==> config.mk <==
export PLATFORM = sky130hd
export DESIGN_NAME = bus_initiator_flat
export DESIGN_NICKNAME = d
export VERILOG_FILES = /design/src/rtl/bus_initiator_pkg.sv /design/src/rtl/bus_initiator_if.sv /design/src/rtl/bus_initiator_sync.sv /design/src/rtl/bus_initiator.sv /design/src/flat_wrapper.sv
export SDC_FILE = /design/constraint.sdc
export NUM_CORES = 1
export LEC_CHECK = 0
export CELL_PAD_IN_SITES_DETAIL_PLACEMENT = 0
export CELL_PAD_IN_SITES_GLOBAL_PLACEMENT = 2
export CORE_MARGIN = 5
export CORE_UTILIZATION = 27
export CTS_BUF_LIST = sky130_fd_sc_hd__clkbuf_4
export DETAILED_ROUTE_END_ITERATION = 7
export GPL_TIMING_DRIVEN = 0
export PLACE_DENSITY_LB_ADDON = 0.05
export SLEW_MARGIN = 20
export SYNTH_ARGS = -nofsm -noshare
export SYNTH_HDL_FRONTEND = slang
export SYNTH_HIERARCHICAL = 1
export SYNTH_SLANG_ARGS = --single-unit
==> constraint.sdc <==
create_clock -name clk -period 2.5 [get_ports clk]
set_input_delay 0.75 -clock clk [delete_from_list [all_inputs] [get_ports clk]]
set_output_delay 0.75 -clock clk [all_outputs]
set_load 0.02 [all_outputs]
==> src/rtl/bus_initiator_pkg.sv <==
// Shared definitions for the Xosera register bus initiator.
// Holds bus polarity constants, common data types, the initiator FSM
// state type and a small helper used to size counters.
package bus_initiator_pkg;

  localparam logic CS_ENABLED  = 1'b0;
  localparam logic CS_DISABLED = 1'b1;
  localparam logic RnW_WRITE   = 1'b0;
  localparam logic RnW_READ    = 1'b1;
  localparam logic DTACK_ACK   = 1'b0;
  localparam logic DTACK_NAK   = 1'b1;

  typedef logic [7:0] byte_t;
  typedef logic [3:0] reg_num_t;

  typedef enum logic [2:0] {
    IDLE,
    SETUP,
    STROBE,
    HOLD,
    RECOVER
  } initiator_state_t;

  function automatic int unsigned max2(input int unsigned a, input int unsigned b);
    return (a > b) ? a : b;
  endfunction

endpackage

==> src/rtl/bus_initiator_if.sv <==
// Request/response handshake plus Xosera register bus signals.
//   master : view of the initiator (drives req_ready, rsp_*, bus_* outputs)
//   slave  : view of the requester/bus target (drives req_*, bus_data_i, bus_dtack_i)
// bus_dtack_i only exists when BUS_INITIATOR_DTACK_EN is defined.
interface bus_initiator_if;
  import bus_initiator_pkg::*;

  logic     req_valid_i;
  logic     req_ready_o;
  logic     req_rd_nwr_i;
  reg_num_t req_reg_num_i;
  logic     req_bytesel_i;
  byte_t    req_data_i;
  logic     rsp_valid_o;
  byte_t    rsp_data_o;
  logic     rsp_timeout_o;
  logic     bus_cs_n_o;
  logic     bus_rd_nwr_o;
  logic     bus_bytesel_o;
  reg_num_t bus_reg_num_o;
  byte_t    bus_data_o;
  logic     bus_data_oe_o;
  byte_t    bus_data_i;
`ifdef BUS_INITIATOR_DTACK_EN
  logic     bus_dtack_i;
`endif

  modport master (
    input  req_valid_i, req_rd_nwr_i, req_reg_num_i, req_bytesel_i, req_data_i,
    output req_ready_o, rsp_valid_o, rsp_data_o, rsp_timeout_o,
    output bus_cs_n_o, bus_rd_nwr_o, bus_bytesel_o, bus_reg_num_o,
    output bus_data_o, bus_data_oe_o,
`ifdef BUS_INITIATOR_DTACK_EN
    input  bus_dtack_i,
`endif
    input  bus_data_i
  );

  modport slave (
    output req_valid_i, req_rd_nwr_i, req_reg_num_i, req_bytesel_i, req_data_i,
    input  req_ready_o, rsp_valid_o, rsp_data_o, rsp_timeout_o,
    input  bus_cs_n_o, bus_rd_nwr_o, bus_bytesel_o, bus_reg_num_o,
    input  bus_data_o, bus_data_oe_o,
`ifdef BUS_INITIATOR_DTACK_EN
    output bus_dtack_i,
`endif
    output bus_data_i
  );

endinterface

==> src/rtl/bus_initiator_sync.sv <==
// Generic 1-bit two-flop synchronizer with parameterized reset value.
//   clk      in  destination clock
//   reset_i  in  synchronous active-high reset
//   d_i      in  asynchronous input
//   q_o      out synchronized output
module sync_2ff #(
  parameter logic RESET_VAL = 1'b0
) (
  input  logic clk,
  input  logic reset_i,
  input  logic d_i,
  output logic q_o
);

  logic meta_q;

  always_ff @(posedge clk) begin
    if (reset_i) begin
      meta_q <= RESET_VAL;
      q_o    <= RESET_VAL;
    end else begin
      meta_q <= d_i;
      q_o    <= meta_q;
    end
  end

endmodule

==> src/rtl/bus_initiator.sv <==
// Host-side master for the Xosera 8-bit register bus.
// Turns single-beat register read/write requests into CS/RnW/reg/bytesel/data
// bus cycles with programmable setup, strobe, hold and recovery timing, and
// returns a one-cycle response pulse.
//   clk      in  system clock
//   reset_i  in  synchronous active-high reset
//   bif      master modport of bus_initiator_if (request, response, bus pins)
// Optional: BUS_INITIATOR_DTACK_EN enables DTACK wait with timeout; without it
// CS is held for exactly STROBE_CYCLES and rsp_timeout_o stays 0.
module bus_initiator
  import bus_initiator_pkg::*;
#(
  parameter int unsigned SETUP_CYCLES    = 2,
  parameter int unsigned HOLD_CYCLES     = 2,
  parameter int unsigned RECOVERY_CYCLES = 4,
  parameter int unsigned TIMEOUT_CYCLES  = 64,
  parameter int unsigned STROBE_CYCLES   = 8
) (
  input logic            clk,
  input logic            reset_i,
  bus_initiator_if.master bif
);

  localparam int unsigned CNT_MAX = max2(max2(max2(SETUP_CYCLES, HOLD_CYCLES),
                                              max2(RECOVERY_CYCLES, TIMEOUT_CYCLES)),
                                         STROBE_CYCLES);
  localparam int unsigned CNT_W   = $clog2(CNT_MAX + 1);
  typedef logic [CNT_W-1:0] cnt_t;

  initiator_state_t state_q, state_d;
  cnt_t     cnt_q, cnt_d, cnt_inc;
  logic     ready_q, ready_d;
  logic     rsp_valid_q, rsp_valid_d;
  byte_t    rsp_data_q, rsp_data_d;
  logic     rsp_timeout_q, rsp_timeout_d;
  logic     cs_n_q, cs_n_d;
  logic     rd_nwr_q, rd_nwr_d;
  logic     bytesel_q, bytesel_d;
  reg_num_t reg_num_q, reg_num_d;
  byte_t    data_q, data_d;
  logic     oe_q, oe_d;

  logic strobe_done;     // strobe ended normally (ACK or fixed width reached)
  logic strobe_timeout;  // strobe ended without ACK
  logic recover_ok;      // DTACK condition for leaving RECOVER

`ifdef BUS_INITIATOR_DTACK_EN
  logic dtack_sync;

  sync_2ff #(.RESET_VAL(DTACK_NAK)) u_dtack_sync (
    .clk     (clk),
    .reset_i (reset_i),
    .d_i     (bif.bus_dtack_i),
    .q_o     (dtack_sync)
  );

  assign strobe_done    = (dtack_sync == DTACK_ACK);
  assign strobe_timeout = (cnt_q == cnt_t'(TIMEOUT_CYCLES - 1));
  // After a timeout the target may never release DTACK, so don't wait on it.
  assign recover_ok     = (dtack_sync == DTACK_NAK) || rsp_timeout_q;
`else
  assign strobe_done    = (cnt_q == cnt_t'(STROBE_CYCLES - 1));
  assign strobe_timeout = 1'b0;
  assign recover_ok     = 1'b1;
`endif

  assign cnt_inc = (cnt_q == '1) ? cnt_q : cnt_q + cnt_t'(1);

  always_comb begin
    state_d       = state_q;
    cnt_d         = cnt_inc;
    ready_d       = 1'b0;
    rsp_valid_d   = 1'b0;
    rsp_data_d    = rsp_data_q;
    rsp_timeout_d = rsp_timeout_q;
    cs_n_d        = cs_n_q;
    rd_nwr_d      = rd_nwr_q;
    bytesel_d     = bytesel_q;
    reg_num_d     = reg_num_q;
    data_d        = data_q;
    oe_d          = oe_q;

    unique case (state_q)
      IDLE: begin
        ready_d = 1'b1;
        cnt_d   = '0;
        if (bif.req_valid_i && ready_q) begin
          ready_d   = 1'b0;
          rd_nwr_d  = bif.req_rd_nwr_i;
          bytesel_d = bif.req_bytesel_i;
          reg_num_d = bif.req_reg_num_i;
          data_d    = bif.req_data_i;
          oe_d      = (bif.req_rd_nwr_i == RnW_WRITE);
          state_d   = SETUP;
        end
      end
      SETUP: begin
        if (cnt_q == cnt_t'(SETUP_CYCLES)) begin
          cs_n_d  = CS_ENABLED;
          cnt_d   = '0;
          state_d = STROBE;
        end
      end
      STROBE: begin
        if (strobe_done || strobe_timeout) begin
          cs_n_d        = CS_DISABLED;
          rsp_valid_d   = 1'b1;
          rsp_timeout_d = !strobe_done;
          rsp_data_d    = (strobe_done && rd_nwr_q == RnW_READ) ? bif.bus_data_i : '0;
          cnt_d         = '0;
          state_d       = HOLD;
        end
      end
      // cnt keeps running through HOLD into RECOVER so recovery is measured
      // from the CS deassert edge rather than from the end of HOLD.
      HOLD: begin
        if (cnt_q >= cnt_t'(HOLD_CYCLES - 1)) begin
          oe_d    = 1'b0;
          state_d = RECOVER;
        end
      end
      RECOVER: begin
        if (cnt_q >= cnt_t'(RECOVERY_CYCLES - 1) && recover_ok) begin
          ready_d = 1'b1;
          cnt_d   = '0;
          state_d = IDLE;
        end
      end
      default: begin
        cs_n_d  = CS_DISABLED;
        oe_d    = 1'b0;
        cnt_d   = '0;
        state_d = IDLE;
      end
    endcase
  end

  always_ff @(posedge clk) begin
    if (reset_i) begin
      state_q       <= IDLE;
      cnt_q         <= '0;
      ready_q       <= 1'b0;
      rsp_valid_q   <= 1'b0;
      rsp_data_q    <= '0;
      rsp_timeout_q <= 1'b0;
      cs_n_q        <= CS_DISABLED;
      rd_nwr_q      <= RnW_READ;
      bytesel_q     <= 1'b0;
      reg_num_q     <= '0;
      data_q        <= '0;
      oe_q          <= 1'b0;
    end else begin
      state_q       <= state_d;
      cnt_q         <= cnt_d;
      ready_q       <= ready_d;
      rsp_valid_q   <= rsp_valid_d;
      rsp_data_q    <= rsp_data_d;
      rsp_timeout_q <= rsp_timeout_d;
      cs_n_q        <= cs_n_d;
      rd_nwr_q      <= rd_nwr_d;
      bytesel_q     <= bytesel_d;
      reg_num_q     <= reg_num_d;
      data_q        <= data_d;
      oe_q          <= oe_d;
    end
  end

  assign bif.req_ready_o   = ready_q;
  assign bif.rsp_valid_o   = rsp_valid_q;
  assign bif.rsp_data_o    = rsp_data_q;
  assign bif.rsp_timeout_o = rsp_timeout_q;
  assign bif.bus_cs_n_o    = cs_n_q;
  assign bif.bus_rd_nwr_o  = rd_nwr_q;
  assign bif.bus_bytesel_o = bytesel_q;
  assign bif.bus_reg_num_o = reg_num_q;
  assign bif.bus_data_o    = data_q;
  assign bif.bus_data_oe_o = oe_q;

endmodule

==> src/flat_wrapper.sv <==
// flat-port wrapper written by rule: the top's interface ports become plain ports
module bus_initiator_flat import bus_initiator_pkg::*;
#(
  parameter int unsigned SETUP_CYCLES    = 2,
  parameter int unsigned HOLD_CYCLES     = 2,
  parameter int unsigned RECOVERY_CYCLES = 4,
  parameter int unsigned TIMEOUT_CYCLES  = 64,
  parameter int unsigned STROBE_CYCLES   = 8
)
  (clk, reset_i, bif_req_valid_i, bif_req_rd_nwr_i, bif_req_reg_num_i, bif_req_bytesel_i, bif_req_data_i, bif_req_ready_o, bif_rsp_valid_o, bif_rsp_data_o, bif_rsp_timeout_o, bif_bus_cs_n_o, bif_bus_rd_nwr_o, bif_bus_bytesel_o, bif_bus_reg_num_o, bif_bus_data_o, bif_bus_data_oe_o, bif_bus_data_i);
  bus_initiator_if bif_i ();
  input logic clk;
  input logic reset_i;
  input wire logic [$bits(bif_i.req_valid_i)-1:0] bif_req_valid_i;
  input wire logic [$bits(bif_i.req_rd_nwr_i)-1:0] bif_req_rd_nwr_i;
  input wire logic [$bits(bif_i.req_reg_num_i)-1:0] bif_req_reg_num_i;
  input wire logic [$bits(bif_i.req_bytesel_i)-1:0] bif_req_bytesel_i;
  input wire logic [$bits(bif_i.req_data_i)-1:0] bif_req_data_i;
  output wire logic [$bits(bif_i.req_ready_o)-1:0] bif_req_ready_o;
  output wire logic [$bits(bif_i.rsp_valid_o)-1:0] bif_rsp_valid_o;
  output wire logic [$bits(bif_i.rsp_data_o)-1:0] bif_rsp_data_o;
  output wire logic [$bits(bif_i.rsp_timeout_o)-1:0] bif_rsp_timeout_o;
  output wire logic [$bits(bif_i.bus_cs_n_o)-1:0] bif_bus_cs_n_o;
  output wire logic [$bits(bif_i.bus_rd_nwr_o)-1:0] bif_bus_rd_nwr_o;
  output wire logic [$bits(bif_i.bus_bytesel_o)-1:0] bif_bus_bytesel_o;
  output wire logic [$bits(bif_i.bus_reg_num_o)-1:0] bif_bus_reg_num_o;
  output wire logic [$bits(bif_i.bus_data_o)-1:0] bif_bus_data_o;
  output wire logic [$bits(bif_i.bus_data_oe_o)-1:0] bif_bus_data_oe_o;
  input wire logic [$bits(bif_i.bus_data_i)-1:0] bif_bus_data_i;
  assign bif_i.req_valid_i = bif_req_valid_i;
  assign bif_i.req_rd_nwr_i = bif_req_rd_nwr_i;
  assign bif_i.req_reg_num_i = bif_req_reg_num_i;
  assign bif_i.req_bytesel_i = bif_req_bytesel_i;
  assign bif_i.req_data_i = bif_req_data_i;
  assign bif_req_ready_o = bif_i.req_ready_o;
  assign bif_rsp_valid_o = bif_i.rsp_valid_o;
  assign bif_rsp_data_o = bif_i.rsp_data_o;
  assign bif_rsp_timeout_o = bif_i.rsp_timeout_o;
  assign bif_bus_cs_n_o = bif_i.bus_cs_n_o;
  assign bif_bus_rd_nwr_o = bif_i.bus_rd_nwr_o;
  assign bif_bus_bytesel_o = bif_i.bus_bytesel_o;
  assign bif_bus_reg_num_o = bif_i.bus_reg_num_o;
  assign bif_bus_data_o = bif_i.bus_data_o;
  assign bif_bus_data_oe_o = bif_i.bus_data_oe_o;
  assign bif_i.bus_data_i = bif_bus_data_i;
  bus_initiator #(.SETUP_CYCLES(SETUP_CYCLES), .HOLD_CYCLES(HOLD_CYCLES), .RECOVERY_CYCLES(RECOVERY_CYCLES), .TIMEOUT_CYCLES(TIMEOUT_CYCLES), .STROBE_CYCLES(STROBE_CYCLES)) u_core (.clk(clk), .reset_i(reset_i), .bif(bif_i));
endmodule
### Word level (Yosys, flattened, before mapping)

Cells that the tools add are included.

* register bits after elaboration: 37
* bits of input ports: 25

* add/sub/neg operators: 1
* magnitude comparators: 2
* equality and inequality tests: 12
* multiplexer cells: 22
* bitwise logic cells: 4
* reduce and logical (&&, ||, !) cells: 12

Operators with widths (count)
* 7-bit 2-to-1 mux: 4
* 7-bit case mux with 4 select lines: 1
* 3-bit 2-to-1 mux: 5
* 3-bit case mux with 5 select lines: 1
* 2-bit by 1-bit != test with 1-bit output (second input constant): 5
* 8-bit 2-to-1 mux: 1
* 7-bit by 1-bit adder with 7-bit output (second input constant): 1
* 7-bit by 2-bit equality test with 1-bit output (second input constant): 1
* 7-bit by 3-bit equality test with 1-bit output (second input constant): 1
* 7-bit equality test (second input constant): 1
* 7-bit by 1-bit >= comparator with 1-bit output (second input constant): 1
* 7-bit by 2-bit >= comparator with 1-bit output (second input constant): 1
* 1-bit 2-to-1 mux: 7
* 3-bit by 2-bit equality test with 1-bit output (second input constant): 2
* 1-bit case mux with 3 select lines: 2
* 3-bit AND reduction: 2
* 3-bit OR reduction: 2
* 5-bit AND reduction: 1
* 1-bit NOT: 4
* 2-bit AND reduction: 2
* 3-bit by 1-bit equality test with 1-bit output (second input constant): 1
* 3-bit equality test (second input constant): 1
* 3-bit zero test: 1
* 1-bit logical AND: 2
* other kinds (3): 3

### Depth between registers and ports, before layout

Gate-level depths: netlist of run 1.

* word-level depth: 4
* mapped depth: 6

### Least setup slack after synthesis of run 1

OpenSTA, ideal clock, no wires.

* kind: register to register
* start: register u_core.cnt_q[4]
* end: register u_core.cnt_q[0]
* arrival time: 1678 ps
* required time: 2414 ps
* slack: 736 ps
* cell stages (with the launch flop): 5
* path through: dfxtp_1 or4_4 a2111oi_4 a31oi_4 a211oi_1

* word-level cells in the longest chain between the ends: 4
* elaborated cells on any way between the ends: 9

Ends and longest elaborated chain
* start, declared: line bus_initiator.sv:31 `cnt_t cnt_q, cnt_d, cnt_inc;`
* start signal, assigned: line bus_initiator.sv:154 `cnt_q <= cnt_d;`
* parallel branches: the longest is 3 deep, another holds 7-bit by 2-bit >= comparator with 1-bit output
* 7-bit case mux with 4 select lines *: line bus_initiator.sv:83 `unique case (state_q)`

Every way passes the cells marked *.
A chain may end at the register's enable or synchronous reset.

### Worst setup path after layout of run 1

* start: input bif_req_valid_i
* end: register u_core.reg_num_q[2], in the netlist u_core/bif.bus_reg_num_o[2]

* word-level cells in the longest chain between the ends: 2

Ends and longest elaborated chain
* start, declared: line flat_wrapper.sv:14 `input wire logic [$bits(bif_i.req_valid_i)-1:0] bif_req_valid_i;`
* 1-bit logical AND: line bus_initiator.sv:87 `if (bif.req_valid_i && ready_q) begin`
* 2-bit AND reduction (no source line)
* end signal, assigned: line bus_initiator.sv:162 `reg_num_q <= reg_num_d;`
* end, declared: line bus_initiator.sv:39 `reg_num_t reg_num_q, reg_num_d;`

Every way passes these cells.

==> flow_summary.ini, run 1 <==
[clock_network]
worstSkewPairLatency_ns = 0.33
cts_setup_buffers = 0
cts_sinks = 37
cts-resized-gates = 0
cts_root_buf = clkbuf_4
holdBufCountCts = 0
clkTransAtPathRegs_ns = 0.11
htree_levels = 2
cts_tree = done
cts_buffers = 5
cts_buffer_depth = 2

[sta]
final.period_utilization = 0.879
slew_violations = 0
grt_setup_unrepaired = false
tightest_slew_ns = 0.738
clock_skew_ns = 0.0100
hold_viol = 0
layout_setup_ws_ns = 0.301
fmax_mhz = 455
setup_viol = 0
relSlewSlack = 0.508
fin_crit_ns = 2.20

[synth]
avgSynthCellArea_um2 = 9.09
ys.flop_type = dfxtp_1
seq_area_frac_synth = 0.474
ys_types = 40
yosys.area.top_type_share = 0.474
synth_common_cells = dfxtp_1, nand2_1, a21oi_1
syn_inst = 172
yosys.area.top_type = dfxtp_1
synth_area_leaders = dfxtp_1, nand2_1, a21oi_1
async_flop_share = 0
synth.most_common_cell = dfxtp_1
syn-num-nets = 200
netlist_area_um2 = 1560
ys.warnings.count = 6
ys_ff_latch = 37
synth-edff-count = 0

[floorplanning]
dieArea_um2 = 7410
row_count = 27
die_w_um = 86.1
fp.dieH_um = 86.1
core_area_um2 = 5570
ioPinCount = 52
start_util = 0.280

[power]
vdd_ir_drop_max_mv = 0.266
p_per_area_nw_per_um2 = 592
finalPower_w = 0.00130
p_leak_nw = 0.785

[placement]
routabilityCongestion = 0.724
dpl-instance-area_um2 = 2150
dp_hpwl_um = 3190
io_buffers = 50
post-place-ws_ns = -0.0901

[worst_hold_path]
hold_depth = 2
hold_class = flop to flop

[route]
antenna_left = 0
drtIter0Drc = 49
route.met2.wl_um = 1910
top_layer = met4
first_pass_iters = 4
viasPerCell = 4.76
routedWlPerCell_um = 14.3
route.layer.met1.wl_um = 1930
routed_wl_um = 4310
wl_met3_um = 414
drc = 0
num_vias = 1438

[worst_setup_path]
reg2reg_depth = 4
crit_path_start_kind = input pin
worstPathMaxFanout = 10
worstPathRequired_ns = 2.77
end_kind = flop
crit_arrival_ns = 2.47
path_class = input pin to flop

[finish]
drive_gt1_frac = 0.0652
final_area_um2 = 2200
fin_nets = 257
post-route-util = 0.395
area_delta_synth_final_pct = 41.0
final.fill_count = 582
antenna_cells = 0

[global_routing]
grt_pass1_wl_um = 6990
grt_max_degree = 12
grt_pass1_vias = 1435
gr-total-overflow = 0
track_usage = 0.121
antenna_found_initial = 0

[run_status]
outcome = finished, final reports clean

[job]
cap_violations = 0
-- sequential cells by signal, summed over array words and instances, names as in the netlist --
register / count
u_core/bif.bus_data_o: 8
u_core/bif.rsp_data_o: 8
u_core/cnt_q: 7
u_core/bif.bus_reg_num_o: 4
u_core/state_q: 3
u_core/bif.bus_bytesel_o: 1
u_core/bif.bus_cs_n_o: 1
u_core/bif.bus_data_oe_o: 1
u_core/bif.bus_rd_nwr_o: 1
u_core/bif.req_ready_o: 1
u_core/bif.rsp_timeout_o: 1
u_core/bif.rsp_valid_o: 1
-- per-layer routing --
metal,vias up,GRT usage
li1,729,-
met4,0,0.0432
met5,-,0
met3,7,0.0538
met1,657,0.150
met2,45,0.186
-- cells by family after synthesis --
kind of cell / count (synthesis) / share of synthesized area
simple gates: 64 / 0.201
compound gates: 53 / 0.246
flops: 37 / 0.474
buf+inv: 12 / 0.0360
fa+ha+maj: 3 / 0.0240
mux: 2 / 0.0136
xor+xnor: 1 / 0.00561
-- worst max-delay path, stage by stage --
cell	delay [ns]
clkdlybuf4s50_1	0.47
nand2_1	0.09
nor3_1	0.47
clkbuf_1	0.44
nand2_1	0.12
a21oi_1	0.13
-- area by class of cell --
cell class / instances / area, um2 / area share
clock inverters: 3 / 12.5 / 0.00568
plain buffers: 7 / 37.5 / 0.0170
clock buffers: 5 / 37.5 / 0.0170
inverters: 5 / 18.8 / 0.00852
multi-input cells: 123 / 766 / 0.348
repair buffers: 50 / 500 / 0.227
flip-flops and latches: 37 / 741 / 0.336
well taps: 72 / 90.1 / 0.0409
-- cells in the final DEF (no fill, tap or decap), drive strengths merged, types with 4 or more instances in the layout --
cell / count
clkdlybuf4s50: 50
dfxtp: 37
nand2: 33
a21oi: 23
a22o: 8
clkbuf: 8
nor2: 6
inv: 5
nand2b: 4
a211oi: 4
-- power by group --
part / total, W / internal [W] / switching, W
Sequential: 0.000672 / 0.000632 / 0.0000406
Combinational: 0.000338 / 0.000154 / 0.000184
Clock: 0.000294 / 0.000102 / 0.000192
Total: 0.00130 / 0.000887 / 0.000417
-- stage by stage --
stage / std cells / hold WS (ns) / TNS [ns]
global placement: 294 / 0.443 / -0.362
CTS: 302 / 0.466 / 0
floorplan: 172 / 0.493 / 0
finish: 302 / 0.463 / 0
global route: 302 / 0.487 / 0
detailed placement: 294 / 0.449 / -0.754
-- path summary, 6_finish.rpt --
kind,startpoint,end,slack (ns)
worst min register to register,u_core/bif.bus_data_o[5],u_core/bif.bus_data_o[5],0.46
worst max register to register,u_core/cnt_q[4],u_core/state_q[0],0.38
worst min-delay path,u_core/bif.bus_data_o[5],u_core/bif.bus_data_o[5],0.46
worst max-delay path,bif_req_valid_i,u_core/bif.bus_reg_num_o[2],0.30
(Power assumes the default switching activity.)
==> inputs of run 2 (changes only) <==
--- a/config.mk
+++ b/config.mk
@@ -12,6 +12,7 @@
 export CTS_BUF_LIST = sky130_fd_sc_hd__clkbuf_4
 export DETAILED_ROUTE_END_ITERATION = 7
 export GPL_TIMING_DRIVEN = 0
+export MAX_ROUTING_LAYER = met4
 export PLACE_DENSITY_LB_ADDON = 0.05
 export SLEW_MARGIN = 20
 export SYNTH_ARGS = -nofsm -noshare
==> flow_summary.ini, run 2 (synthesis gave the netlist of run 1 again) <==
[floorplanning]
core_area_um2 = 5570
ioPinCount = 52
fp.dieH_um = 86.1
dieArea_um2 = 7410
row_count = 27
start_util = 0.280
die_w_um = 86.1

[worst_setup_path]
path_buf_inv = 2
crit_top_cell = nand2_1
worstPathMaxFanout = 10
crit_arrival_ns = 2.47
end_kind = flop
cp_slowest_cell = clkdlybuf4s50_1
worstPathRequired_ns = 2.77
slowest_delay_ns = 0.47
crit_path_start_kind = input pin
path_class = input pin to flop
crit_family = buffers and inverters
path_cells = clkdlybuf4s50_1, nand2_1, nor3_1, clkbuf_1, nand2_1, a21oi_1

[route]
first_pass_iters = 4
routed_wl_um = 4320
num_vias = 1439
antenna_left = 0
routedWlPerCell_um = 14.3
drtIter0Drc = 47
viasPerCell = 4.76
drc = 0

[placement]
dp_hpwl_um = 3190
io_buffers = 50
routabilityCongestion = 0.732
placed_cells = 294
post-place-ws_ns = -0.0901

[clock_network]
holdBufCountCts = 0
cts-resized-gates = 0
cts_sinks = 37
htree_levels = 2
cts_buffer_depth = 2
cts_buffers = 5
clkTransAtPathRegs_ns = 0.11
cts_setup_buffers = 0
worstSkewPairLatency_ns = 0.33
cts_root_buf = clkbuf_4
cts_tree = done

[sta]
relSlewSlack = 0.506
layout_setup_ws_ns = 0.301
final.period_utilization = 0.879
hold_viol = 0
slew_violations = 0
fin_crit_ns = 2.20
whs_ns = 0.463
fmax_mhz = 455
tightest_slew_ns = 0.741
grt_setup_unrepaired = false
setup_viol = 0
clock_skew_ns = 0.00997

[power]
finalPower_w = 0.00130
vdd_ir_drop_max_mv = 0.266
p_per_area_nw_per_um2 = 592
p_clk_frac = 0.225
power_frac_seq = 0.515
switching_share = 0.320
p_leak_nw = 0.785
p_int_w = 0.000887
combPwrFrac = 0.259
switching_power_w = 0.000417

[job]
cap_violations = 0

[global_routing]
grt_max_degree = 12
grt_pass1_vias = 1434
grt_pass1_wl_um = 7000
track_usage = 0.125
gr-total-overflow = 0
antenna_found_initial = 0

[finish]
area_delta_synth_final_pct = 41.0
final_cells = 302
layout_commonest_cell = clkdlybuf4s50_1
fin_nets = 257
final_cell_mix = clkdlybuf4s50_1, dfxtp_1, nand2_1
antenna_cells = 0
drive_gt1_frac = 0.0652
post-route-util = 0.395

[run_status]
outcome = finished, final reports clean

[worst_hold_path]
hold_class = flop to flop
-- run 2: cell counts in the layout (fill, tap and decap cells not counted) --
No cell type changed its count.
-- run 2: cell type report --
cell class / count / area, um2
clock buffers: 5 / 37.5
multi-input cells: 123 / 766
fillers: 582 / 3370
inverters: 5 / 18.8
repair buffers: 50 / 500
plain buffers: 7 / 37.5
flip-flops and latches: 37 / 741
well taps: 72 / 90.1
clock inverters: 3 / 12.5
-- run 2: worst register-to-register path, cell delays in order (launching register included) --
cell and delay [ns]:
dfxtp_1 0.37, nor4_1 0.64, a21boi_0 0.23, a2111oi_0 0.58, mux2i_1 0.24
-- run 2: power groups by stage --
| stage | registers, W | clock network [W] | logic [W] |
|---|---|---|---|
| finish | 0.000672 | 0.000294 | 0.000338 |
| detailed placement | 0.000684 | 0 | 0.000339 |
| global placement | 0.000684 | 0 | 0.000335 |
| global route | 0.000681 | 0.000338 | 0.000373 |
| floorplan | 0.000714 | 0 | 0.000161 |
| CTS | 0.000672 | 0.000315 | 0.000341 |
-- run 2: worst paths after layout --
check                                start                     endpoint  slack (ns)  cells past startpoint
hold reg to reg   u_core/bif.bus_data_o[5]     u_core/bif.bus_data_o[5]        0.46                      2
hold / removal    u_core/bif.bus_data_o[5]     u_core/bif.bus_data_o[5]        0.46                      2
setup / recovery           bif_req_valid_i  u_core/bif.bus_reg_num_o[2]        0.30                      6
setup reg to reg           u_core/cnt_q[4]            u_core/state_q[0]        0.38                      4
-- run 2: layer usage --
layer / vias up / part of all wire / wire length (um) / GRT usage
met5: - / 0 / 0 / -
met4: 0 / 0.013 / 57 / 0.0432
met3: 7 / 0.086 / 373 / 0.0480
met2: 45 / 0.44 / 1910 / 0.186
met1: 658 / 0.46 / 1970 / 0.154
li1: 729 / - / - / -
-- run 2: through the flow --
stage                     TNS (ns)  instance area (um2)
after CTS                        0                 2200
after global routing             0                 2200
after floorplan                  0                 1560
after detailed placement    -0.754                 2150
after global placement      -0.362                 2150
final                            0                 2200
==> inputs of run 3 (changes only) <==
--- a/config.mk
+++ b/config.mk
@@ -7,7 +7,7 @@
 export LEC_CHECK = 0
 export CELL_PAD_IN_SITES_DETAIL_PLACEMENT = 0
 export CELL_PAD_IN_SITES_GLOBAL_PLACEMENT = 2
-export CORE_MARGIN = 5
+export CORE_MARGIN = 4
 export CORE_UTILIZATION = 27
 export CTS_BUF_LIST = sky130_fd_sc_hd__clkbuf_4
 export DETAILED_ROUTE_END_ITERATION = 7
==> constraint.sdc (replaced) <==
create_clock -name clk -period 2.3 [get_ports clk]
set_input_delay 0.69 -clock clk [delete_from_list [all_inputs] [get_ports clk]]
set_output_delay 0.69 -clock clk [all_outputs]
set_load 0.02 [all_outputs]
==> flow_summary.ini, run 3 (synthesis gave the netlist of run 1 again) <==
[run_status]
outcome = finished, final reports clean

[power]
power_frac_seq = 0.435
p_clk_frac = 0.347
p_leak_nw = 0.815
p_int_w = 0.00120
finalPower_w = 0.00168
switching_share = 0.287
p_per_area_nw_per_um2 = 742
combPwrFrac = 0.218
vdd_ir_drop_max_mv = 0.289
switching_power_w = 0.000482

[global_routing]
track_usage = 0.132
grt_pass1_vias = 1479
grt_pass1_wl_um = 7310
gr-total-overflow = 0
antenna_found_initial = 0
grt_max_degree = 14

[sta]
tightest_slew_ns = 0.724
slew_violations = 0
whs_ns = 0.467
fin_tns_setup_ns = 0
final.period_utilization = 0.893
fin_crit_ns = 2.05
hold_viol = 0
clock_skew_ns = 0.0115
fmax_mhz = 487
relSlewSlack = 0.518
grt_setup_unrepaired = false
setup_viol = 0

[finish]
fin_nets = 257
final_cell_mix = clkdlybuf4s50_1, dfxtp_1, nand2_1
final.fill_count = 581
area_delta_synth_final_pct = 44.9
layout_commonest_cell = clkdlybuf4s50_1
final_area_um2 = 2260
register_area_um2 = 741
drive_gt1_frac = 0.0783
antenna_cells = 0
multi_input_area_um2 = 771
post-route-util = 0.406

[floorplanning]
ioPinCount = 52
core_area_um2 = 5570
die_w_um = 84.1
dieArea_um2 = 7070
row_count = 27
fp.dieH_um = 84.1
start_util = 0.280

[route]
num_vias = 1453
drc = 0
drtIter0Drc = 48
routed_wl_um = 4290
viasPerCell = 4.81
routedWlPerCell_um = 14.2
first_pass_iters = 4
antenna_left = 0

[placement]
dpl-instance-area_um2 = 2150
routabilityCongestion = 0.740
io_buffers = 50
dp_hpwl_um = 3230

[worst_hold_path]
min_from = u_core/bif.bus_data_o[6]
worstHoldEndpoint = u_core/bif.bus_data_o[6]
hold_class = flop to flop
hold_depth = 2

[worst_setup_path]
worstPathRequired_ns = 1.61
path_buf_inv = 1
cp_slowest_cell = clkdlybuf4s50_1
path_class = flop to output port
reg2reg_from = u_core/cnt_q[4]
crit_family = buffers and inverters
r2r-end = u_core/state_q[0]
end_kind = output port
crit_path_start_kind = flop
slowest_delay_ns = 0.64
path_cells = clkdlybuf4s50_1
crit_arrival_ns = 1.36
reg2reg_slack_ns = 0.26
worstPathMaxFanout = 2
reg2reg_depth = 4

[clock_network]
htree_levels = 2
cts_buffer_depth = 2
cts_sinks = 37
clkTransAtPathRegs_ns = 0.13
cts_buffers = 5
cts_tree = done
worstSkewPairLatency_ns = 0.35
cts_root_buf = clkbuf_4

[job]
cap_violations = 0
-- run 3: cell types whose count changed in the layout (fill, tap and decap cells not counted), sizes merged --
cell / delta
clkinv: -3
bufinv: +2
inv: +1
-- run 3: how the worst max path moves through the flow --
stage | startpoint | to | slack (ns) | cells after the start
floorplan | u_core/cnt_q[4] | u_core/cnt_q[0] | 0.54 | 4
global placement | bif_req_valid_i | u_core/bif.bus_bytesel_o | -0.20 | 6
detailed placement | bif_req_valid_i | u_core/bif.bus_data_o[5] | -0.25 | 6
CTS | bif_req_valid_i | u_core/bif.bus_data_o[5] | 0.12 | 6
global route | u_core/cnt_q[1] | u_core/state_q[0] | 0.04 | 6
finish | u_core/bif.rsp_data_o[4] | bif_rsp_data_o[4] | 0.25 | 1
-- run 3: layer usage --
metal | track usage | wire length (um)
met2 | 0.209 | 2010
met3 | 0.0434 | 239
met5 | - | 0
met1 | 0.162 | 2020
met4 | 0.0351 | 29
-- run 3: worst reg2reg max path, cell delays in order (launching register included) --
cell	delay (ns)
dfxtp_1	0.38
or4_4	0.60
nor4_1	0.59
a2111oi_0	0.20
mux2i_1	0.16
-- run 3: area by class of cell --
cell class | count | share of cell area
Buffer | 7 | 0.0166
Inverter | 5 | 0.00829
Sequential cell | 37 | 0.327
Multi-Input combinational cell | 123 | 0.340
Clock inverter | 3 | 0.0304
Tap cell | 72 | 0.0398
Clock buffer | 5 | 0.0166
Timing Repair Buffer | 50 | 0.221
-- run 3: repair_timing --
item,CTS,global route
hold buffers,0,0
setup buffers,0,0
resized for setup,0,1
hold endpoints to repair,0,0
endpoints found under the setup margin,0,7
-- run 3: per-stage QoR --
stage	setup slack, ns	instances
global placement	-0.198	294
finish	0.247	302
global route	0.0360	302
CTS	0.119	302
floorplan	0.536	172
detailed placement	-0.251	294
-- run 3: power by group through the flow --
stage | combinational (W) | sequential (W) | clock [W]
after floorplan | 0.000175 | 0.000777 | 0
after global placement | 0.000365 | 0.000744 | 0
after detailed placement | 0.000367 | 0.000746 | 0
after CTS | 0.000370 | 0.000731 | 0.000600
after global routing | 0.000401 | 0.000743 | 0.000624
final | 0.000367 | 0.000730 | 0.000583
==> RTL change (settings of run 3) <==
The 5 states of `initiator_state_t` get a one-hot encoding in 5 bits.
--- a/src/rtl/bus_initiator_pkg.sv
+++ b/src/rtl/bus_initiator_pkg.sv
@@ -14,10 +14,10 @@
   typedef logic [3:0] reg_num_t;
 
-  typedef enum logic [2:0] {
-    IDLE,
-    SETUP,
-    STROBE,
-    HOLD,
-    RECOVER
+  typedef enum logic [4:0] {
+    IDLE    = 5'b00001,
+    SETUP   = 5'b00010,
+    STROBE  = 5'b00100,
+    HOLD    = 5'b01000,
+    RECOVER = 5'b10000
   } initiator_state_t;
 
Check against the original RTL: no difference found for any inputs over 10 cycles, from zero or initial values and one cycle with reset_i high; not proved beyond that.
==> RTL change against run 3 <==
Die area up 7.2%. Critical path type unchanged. Area after synthesis up 7.9%. Sequential share of layout area up 0.43 points. Clock power decreased by 39%. Power rose by 2.2%. Final area rose by 4.0%. Wire length barely moved. Setup slack improved by 3.2 ps. Sequential cell count rose by 2. Count of clock-buffer cells in the layout unchanged. Combinational power is 58% higher. Fmax up 0.16%. Largest cell class unchanged. First-iteration DRC count down 15%. Via count up 2.6%.
==> RTL change: results (changes against run 3) <==
Routing:
- The number of DRC violations after detailed-routing iteration 0 came to 41 (-15%).
- The post-detailed-route wirelength per cell is 14.2 um (-0.26%).
- The detailed-route wire length on metal 1 is 1.89 mm (-6.5%).
- The mean number of vias per cell was 4.92 (+2.3%).
- The total met2 wirelength after detailed routing was 2.06 mm (+2.5%).

Logic synthesis:
- In the post-synthesis netlist, the biggest area contributors are sky130_fd_sc_hd__dfxtp_1 46%, sky130_fd_sc_hd__mux2i_1 8.3%, sky130_fd_sc_hd__nor2_1 4.2%, sky130_fd_sc_hd__a22o_1 3.6%, sky130_fd_sc_hd__nand4_1 2.6%.
- The number of library cell types mapped by synthesis is 45 (+13%).
- The part of the Yosys area used for sequential elements is 0.463 (-0.0111).
- The mean post-synth cell area was 9.98 um2 (+9.8%).
- Sorting the synthesized cells by how often they occur yields 39 x sky130_fd_sc_hd__dfxtp_1, 19 x sky130_fd_sc_hd__nor2_1, 14 x sky130_fd_sc_hd__mux2i_1.
- The net count after synthesis is 197 (-1.5%).

Layout:
- The final-stage net count was 255 (-0.78%).
- The storage element area is 781 um2 (+5.4%).
- The fill cell instance count of the final layout is 604 (+4.0%).
- The final sequential cell count is 39 (+5.4%).
- The portion of the layout cell area used by non-clock buffers is 0.237 (about the same).
- The number of buffers outside the clock class in the layout came to 59 (+3.5%).
- The number of combinational gates with multiple inputs came to 115 (-6.5%).
- The area of the multi-input gates is 838 um2 (+8.8%).
- The non-clock inverter instance count of the final layout is 7 (+2).

STA:
- The worst clock skew is 13.5 ps (+1.99 ps).
- The transition time at the pin with the least slew margin is 631 ps (-92.9 ps).
- The clock period minus worst slack is 2050 ps (-3.19 ps).
- The minimum hold slack is 482 ps (+15.3 ps).

Setup path:
- The maximum net fanout on the critical path is 4 (+2).
- The most critical setup path has its startpoint at u_core/bif.bus_rd_nwr_o$_SDFFE_PP1P_.
- The capture point of the worst reg-to-reg path is u_core/bif.bus_data_o[2]$_SDFFE_PP0P_.
- The internal reg-to-reg setup slack came to 300 ps (+40 ps).
- In this run the critical register-to-register path is launched from u_core/state_q[4]$_SDFFE_PP0P_.

Power:
- The logic gate share of total power was 0.337 (+0.119).
- The reported leakage power came to 0.000892 uW (+9.5%).
- The share of total power in the clock network is 0.206 (-0.141).

GRT:
- The met1 capacity usage during global routing is 0.147 (-0.0154).
- The met3 track utilization from global routing came to 0.0312 (-0.0122).
- The met2 demand-to-capacity share in global routing is 0.188 (-0.0211).
- The via count of the first global-routing pass is 1455 (-1.6%).

Placement:
- The detailed placer's ending HPWL was 3.35 mm (+3.7%).
- The cell area after placement was 2290 um2 (+6.4%).
- The number of port buffers came to 51 (+2.0%).
- The minimum setup slack after placement is -289 ps (-38.2 ps).
- The weighted congestion reported at the end of routability-driven placement is 0.818 (+11%).

Worst hold path:
- The startpoint of the most critical hold path is u_core/bif.rsp_timeout_o$_SDFFE_PP0P_.
- The cell count of the worst hold path is 1 (-1).
- For hold timing, the worst endpoint is u_core/bif.rsp_timeout_o$_SDFFE_PP0P_.

Status:
- The run finished with clean final reports.

Floorplanning:
- The number of well taps is 75 (+4.2%).
[RTL change: cell count changes after synthesis, moves of 3 or more]
| cell | change |
|---|---|
| sky130_fd_sc_hd__nand4_1 | +7 |
| sky130_fd_sc_hd__nand2_1 | -27 |
| sky130_fd_sc_hd__a211oi_1 | -3 |
| sky130_fd_sc_hd__a21boi_0 | -3 |
| sky130_fd_sc_hd__mux2i_1 | +13 |
| sky130_fd_sc_hd__nor2_1 | +13 |
| sky130_fd_sc_hd__nand3_1 | +3 |
| sky130_fd_sc_hd__a21oi_1 | -16 |
[RTL change: kinds of logic (layout without fill, tap and decap cells)]
logic type / Yosys count / in the layout / synth area share
AND/OR/NAND/NOR: 64 / 64 / 0.215
flip-flops: 39 / 39 / 0.463
AO/OA/AOI/OAI: 30 / 30 / 0.149
multiplexers: 16 / 16 / 0.0964
buffers and inverters: 15 / 74 / 0.0438
adder cells (fa/ha/maj): 3 / 3 / 0.0223
XOR/XNOR: 2 / 2 / 0.0104
